===== src/rtl/frame_sequencer_pkg.sv =====
// Shared image-processing definitions: frame sequencer FSM states and default
// frame geometry.
package frame_sequencer_pkg;

  typedef enum logic [1:0] {
    ST_IDLE  = 2'd0,
    ST_FETCH = 2'd1,
    ST_DRAIN = 2'd2,
    ST_DONE  = 2'd3
  } seq_state_t;

  localparam int DEF_IMG_W = 512;
  localparam int DEF_IMG_H = 512;

endpackage


===== src/rtl/frame_sequencer_raster_addr_gen.sv =====
// Raster-order pixel address counter. addr/last reflect the address the next
// enabled cycle will consume; clear rewinds to 0 and may coincide with enable.
module raster_addr_gen #(
  parameter int IMG_W  = 512,
  parameter int IMG_H  = 512,
  parameter int ADDR_W = 18
) (
  input  logic              clk,
  input  logic              rst,
  input  logic              enable,
  input  logic              clear,
  output logic [ADDR_W-1:0] addr,
  output logic              last
);

  localparam logic [ADDR_W-1:0] LAST_ADDR = ADDR_W'(IMG_W * IMG_H - 1);

  logic [ADDR_W-1:0] cnt;
  logic [ADDR_W-1:0] base;

  // A clear in the same cycle as the first read lets that read use address 0.
  assign base = clear ? '0 : cnt;
  assign addr = base;
  assign last = (base == LAST_ADDR);

  always_ff @(posedge clk) begin
    if (rst) begin
      cnt <= '0;
    end else if (enable) begin
      cnt <= base + ADDR_W'(1);
    end else begin
      cnt <= base;
    end
  end

endmodule


===== src/rtl/frame_sequencer.sv =====
// Frame read sequencer: raster-order reads, 1-cycle memory data forwarded to the loader,
// completion by filter-result count or drain timeout. stall suppresses the read issued at that edge.
module frame_sequencer
  import frame_sequencer_pkg::*;
#(
  parameter int IMG_W         = DEF_IMG_W,
  parameter int IMG_H         = DEF_IMG_H,
  parameter int ADDR_W        = 18,
  parameter int OUT_COUNT     = 260100,
  parameter int DRAIN_TIMEOUT = 4096
) (
  input  logic              clk,
  input  logic              rst,
  input  logic              start,
  input  logic              stall,
  output logic              mem_rd_en,
  output logic [ADDR_W-1:0] mem_addr,
  input  logic [7:0]        mem_rd_data,
  output logic [7:0]        pixel_out,
  output logic              pixel_out_valid,
  input  logic              result_valid,
  output logic              busy,
  output logic              done,
  output logic              timeout_err
);

  localparam int RES_W = $clog2(OUT_COUNT + 1);
  localparam int IDL_W = $clog2(DRAIN_TIMEOUT + 1);

  seq_state_t        state, state_nxt;
  logic              accept, issue, timeout_hit;
  logic              addr_last, rd_pend, counting, res_reached;
  logic [ADDR_W-1:0] addr_cur;
  logic [RES_W-1:0]  res_cnt;
  logic [RES_W:0]    res_sum;
  logic [IDL_W-1:0]  idle_cnt;

  raster_addr_gen #(
    .IMG_W (IMG_W),
    .IMG_H (IMG_H),
    .ADDR_W(ADDR_W)
  ) u_addr_gen (
    .clk   (clk),
    .rst   (rst),
    .enable(issue),
    .clear (accept),
    .addr  (addr_cur),
    .last  (addr_last)
  );

  assign counting    = (state == ST_FETCH) || (state == ST_DRAIN);
  assign res_sum     = {1'b0, res_cnt} + (RES_W+1)'(result_valid);
  assign res_reached = res_sum >= (RES_W+1)'(OUT_COUNT);

  always_comb begin
    state_nxt   = state;
    accept      = 1'b0;
    issue       = 1'b0;
    timeout_hit = 1'b0;
    case (state)
      ST_IDLE: begin
        if (start) begin
          accept    = 1'b1;
          issue     = !stall;
          state_nxt = (issue && addr_last) ? ST_DRAIN : ST_FETCH;
        end
      end
      ST_FETCH: begin
        issue = !stall;
        if (issue && addr_last) state_nxt = ST_DRAIN;
      end
      ST_DRAIN: begin
        if (res_reached) begin
          state_nxt = ST_DONE;
        end else if (!result_valid && idle_cnt == IDL_W'(DRAIN_TIMEOUT - 1)) begin
          timeout_hit = 1'b1;
          state_nxt   = ST_IDLE;
        end
      end
      ST_DONE: state_nxt = ST_IDLE;
      default: state_nxt = ST_IDLE;
    endcase
  end

  always_ff @(posedge clk) begin
    if (rst) begin
      state           <= ST_IDLE;
      res_cnt         <= '0;
      idle_cnt        <= '0;
      rd_pend         <= 1'b0;
      mem_rd_en       <= 1'b0;
      mem_addr        <= '0;
      pixel_out       <= '0;
      pixel_out_valid <= 1'b0;
      busy            <= 1'b0;
      done            <= 1'b0;
      timeout_err     <= 1'b0;
    end else begin
      state     <= state_nxt;
      mem_rd_en <= issue;
      if (issue) mem_addr <= addr_cur;
      // Memory returns data the cycle after the strobe; register it once more.
      rd_pend         <= mem_rd_en;
      pixel_out_valid <= rd_pend;
      if (rd_pend) pixel_out <= mem_rd_data;
      busy <= (state_nxt == ST_FETCH) || (state_nxt == ST_DRAIN);
      done <= (state_nxt == ST_DONE);
      if (accept)           timeout_err <= 1'b0;
      else if (timeout_hit) timeout_err <= 1'b1;
      if (accept)        res_cnt <= '0;
      else if (counting) res_cnt <= res_reached ? RES_W'(OUT_COUNT) : res_sum[RES_W-1:0];
      if (state == ST_DRAIN && !result_valid) idle_cnt <= idle_cnt + IDL_W'(1);
      else                                    idle_cnt <= '0;
    end
  end

endmodule

===== config.mk =====
export PLATFORM = sky130hd
export DESIGN_NAME = frame_sequencer
export DESIGN_NICKNAME = d
export VERILOG_FILES = /design/src/rtl/frame_sequencer_pkg.sv /design/src/rtl/frame_sequencer_raster_addr_gen.sv /design/src/rtl/frame_sequencer.sv
export SDC_FILE = /design/constraint.sdc
export NUM_CORES = 1
export LEC_CHECK = 0
export CAP_MARGIN = 20
export CORE_MARGIN = 10
export CORE_UTILIZATION = 30
export DETAILED_ROUTE_END_ITERATION = 8
export SKIP_CTS_REPAIR_TIMING = 1
export SYNTH_ARGS = -nofsm -noshare
export SYNTH_HDL_FRONTEND = slang
export SYNTH_HIERARCHICAL = 1
export SYNTH_SLANG_ARGS = --single-unit

===== constraint.sdc =====
create_clock -name clk -period 4.6 [get_ports clk]
set_input_delay 0.46 -clock clk [delete_from_list [all_inputs] [get_ports clk]]
set_output_delay 0.46 -clock clk [all_outputs]
set_load 0.02 [all_outputs]

==> flow_summary_export.csv <==
group,metric,value,unit
power,p_int,1.18,mW
critical_path,critPathMaxStageDelay,500,ps
routing,drt-total-wl,8830,microns
yosys,synthCells,471,
timing,period_minus_slack,3690,ps
timing,finalHoldViolCount,0,
critical_path,critPathLaunch,"state[0]",
routing,dr_total_vias,3377,
cts,cts_max_level,3,
layout,regArea,1660,sq um
critical_path,criticalPathCategory,"reg -> reg",
critical_path,cp_num_buf_inv,2,
cts,cts_tree,"built",
layout,finalNonFillerCells,686,
routing,drcViolationCount,0,
floorplanning,ioPinCount,44,
cts,cts_buffers,9,
critical_path,worstPathRequired,4790,ps
timing,timing.hold.ws,448,ps
timing,setup_violations,0,
timing,drv_slew,0,
cts,cts-root-buf,"clkbuf_16",
placement,hpwl,6230,microns
power,clockPowerShare,46.2,%
layout,multi_input_area,2170,sq um
power,power_density,316,nW/um^2
floorplanning,die_area,18300,sq um
placement,dp_cells,669,
cts,clk_path_buf_depth,2,
timing,rsz0062_at_grt,"no",
yosys,syn_area,3990,sq um
outcome,status,"completed",
yosys,ys_async_sr_fraction,0,%
yosys,synth.area.top_cells,"dfxtp_1 42%, nand2_1 6.0%, a21oi_1 4.5%",
floorplanning,row_count,42,
yosys,synth_edf_count,0,
grt,grt_pass1_wl,15100,microns
yosys,seq_area_frac_synth,41.6,%
power,netSwitchingFraction,23.0,%
layout,final_nets,525,
worst_hold_path,hp-class,"reg -> reg",
timing,tns,0,ps
grt,track_usage,9.88,%
power,p_comb_share,6.1,%
cts,cts.sinks,83,
power,p_seq_share,47.7,%
timing,slew_headroom,32.7,%
power,p_sw,0.352,mW
grt,overflow,0,
floorplanning,die_width,135,microns
routing,drtPass1Iterations,4,
floorplanning,initial_core_util,30.4,%
routing,wl_per_cell,12.9,microns
yosys,ys.flop_type,"dfxtp_1",
yosys,ys_ff_latch,83,
placement,port_buffers,43,
layout,area_growth_syn_to_layout,21.4,%
routing,viasPerCell,4.92,
routing,drtIter0Drc,136,
critical_path,critPathSlowestCell,"and4b_1",
layout,fin_area,4840,sq um
yosys,synth_warnings,6,
placement,routabilityCongestion,0.804,
layout,layout-drive-gt1-share,6.88,%
critical_path,critPathTopFamily,"simple AND/OR/NAND/NOR gates",
critical_path,arrival,3880,ps
power,ir_drop,0.195,mV
grt,antenna_found_initial,0,
flow_run,cap_violations,0,
critical_path,timing.rr.start,"state[0]",
cts,path_clk_slew,60,ps
grt,grt_max_degree,58,
cts,insertion_delay,330,ps
routing,ant_nets,0,
critical_path,cp_max_fo,33,
placement,placed_cell_area,4550,sq um
yosys,syn_nets,492,
yosys,synth_top_area_cell,"dfxtp_1",
timing,post-route-period-util,80.3,%
yosys,synth.top_cell.area_share,41.6,%
critical_path,end_kind,"register",
critical_path,start_kind,"register",
yosys,ys_types,63,
yosys,syn_avg_cell_area,8.47,sq um
floorplanning,die_y,135,microns
power,p_leak,1.70,nW
critical_path,crit_chain,"inv_1 > ha_1 > nand2_1 > inv_1 > and4b_1 > nand2_1 > nor4_1 > nor2b_1 > a21oi_1 > a311oi_1 > a21oi_1 > a21oi_1 > ha_1 > nor2b_1",
timing,skew,4.85,ps
timing,worst_slew_pin_slew,1010,ps
timing,clock.fmax,271,MHz
worst_hold_path,worstHoldStart,"idle_cnt[0]",
floorplanning,core,13100,sq um
layout,fillerInstances,1337,
grt,grt_pass1_vias,3157,
critical_path,crit_path_frequent_cell,"a21oi_1",
==> worst register-to-register path, delay by kind of cell, from the launching register on <==
family | cells | cell delay [ps]
simple gates | 6 | 1480
fa+ha+maj | 2 | 500
compound gates | 4 | 650
buf+inv | 2 | 490
flops | 1 | 420
==> flip-flops by register name (all words and copies together) (netlist names) <==
register,flops
mem_addr,18
pixel_out,8
idle_cnt,13
res_cnt,18
state,2
done,1
busy,1
rd_pend,1
timeout_err,1
pixel_out_valid,1
mem_rd_en,1
u_addr_gen/cnt,18
==> through the flow <==
stage | utilization [%] | power (mW) | worst slack (ps)
4_1_cts | 36.9 | 1.56 | 895
6_report | 36.9 | 1.53 | 905
2_1_floorplan | - | 0.807 | 1400
5_1_grt | 36.9 | 1.60 | 353
3_5_place_dp | 34.6 | 0.840 | 749
3_3_place_gp | 34.6 | 0.838 | 815
==> layout by cell type (no fill, tap or decap), types with 3 or more instances in the layout <==
cell	Yosys	layout
clkbuf_16	0	9
mux2i_1	10	10
o21ai_0	10	10
and3_1	7	7
nand4b_1	3	3
xor2_1	16	16
clkdlybuf4s50_1	0	42
a31oi_1	6	6
or3_1	9	9
dfxtp_1	83	83
inv_1	15	15
nor4_1	5	5
nand3_1	12	12
nor3_1	23	23
ha_1	8	8
nor2b_1	18	18
and4b_1	4	4
and2_1	7	7
nor2_1	42	42
a211oi_1	3	3
a21oi_1	36	36
xnor2_1	12	12
nand4_1	13	13
nand2_1	64	64
==> layout make-up <==
class                   count  area share [%]
diodes                      1          0.0517
well taps                 176            4.55
multi-input cells         350            44.9
flip-flops and latches     83            34.3
clock inverters             6            1.32
clock buffers              10            4.73
inverters                  16            1.24
repair buffers             44            8.94
==> power groups by stage <==
stage	combinational [mW]	sequential [mW]	clock, mW
2_1_floorplan	0.0578	0.749	0
3_3_place_gp	0.0923	0.746	0
3_5_place_dp	0.0936	0.746	0
4_1_cts	0.0939	0.730	0.734
5_1_grt	0.104	0.731	0.761
6_report	0.0929	0.730	0.708
==> worst paths after layout <==
kind	endpoint	slack, ps	cells after the start
setup reg to reg	busy	910	14
setup / recovery	busy	910	14
hold reg to reg	idle_cnt[0]	450	1
hold / removal	idle_cnt[0]	450	1
==> cells in the mapped netlist (2+ instances only) <==
cell type,instances
a211o_1,2
a211oi_1,3
a21oi_1,36
a31oi_1,6
a41o_1,2
and2_1,7
and2b_1,2
and3_1,7
and4_1,2
and4b_1,4
and4b_2,2
buf_1,4
buf_2,3
clkbuf_1,13
dfxtp_1,83
ha_1,8
inv_1,15
mux2i_1,10
nand2_1,64
nand3_1,12
nand4_1,13
nand4b_1,3
nor2_1,42
nor2b_1,18
nor3_1,23
nor4_1,5
nor4_4,2
o21ai_0,10
o21ai_1,2
or3_1,9
xnor2_1,12
xor2_1,16
==> kinds of logic (layout without fill, tap and decap cells) <==
logic type      Yosys count  count (layout)  synth area share [%]
simple gates            229             229                  31.6
flops                    83              83                  41.6
compound gates           74              74                  11.4
buf+inv                  38              76                  3.89
xor+xnor                 28              28                  6.14
mux                      11              11                  2.79
fa+ha+maj                 8               8                  2.51
other cells               0               1                     0
==> layer usage <==
layer | wire (microns) | part of all wire, % | GRT usage [%] | vias up
li1 | - | - | - | 1721
met1 | 4390 | 50 | 12.7 | 1575
met2 | 3820 | 43 | 15.1 | 72
met3 | 533 | 6.0 | 3.49 | 9
met4 | 82 | 0.93 | 3.17 | 0
met5 | 0 | 0 | 0 | -
Power figures use the tool's default switching activity.
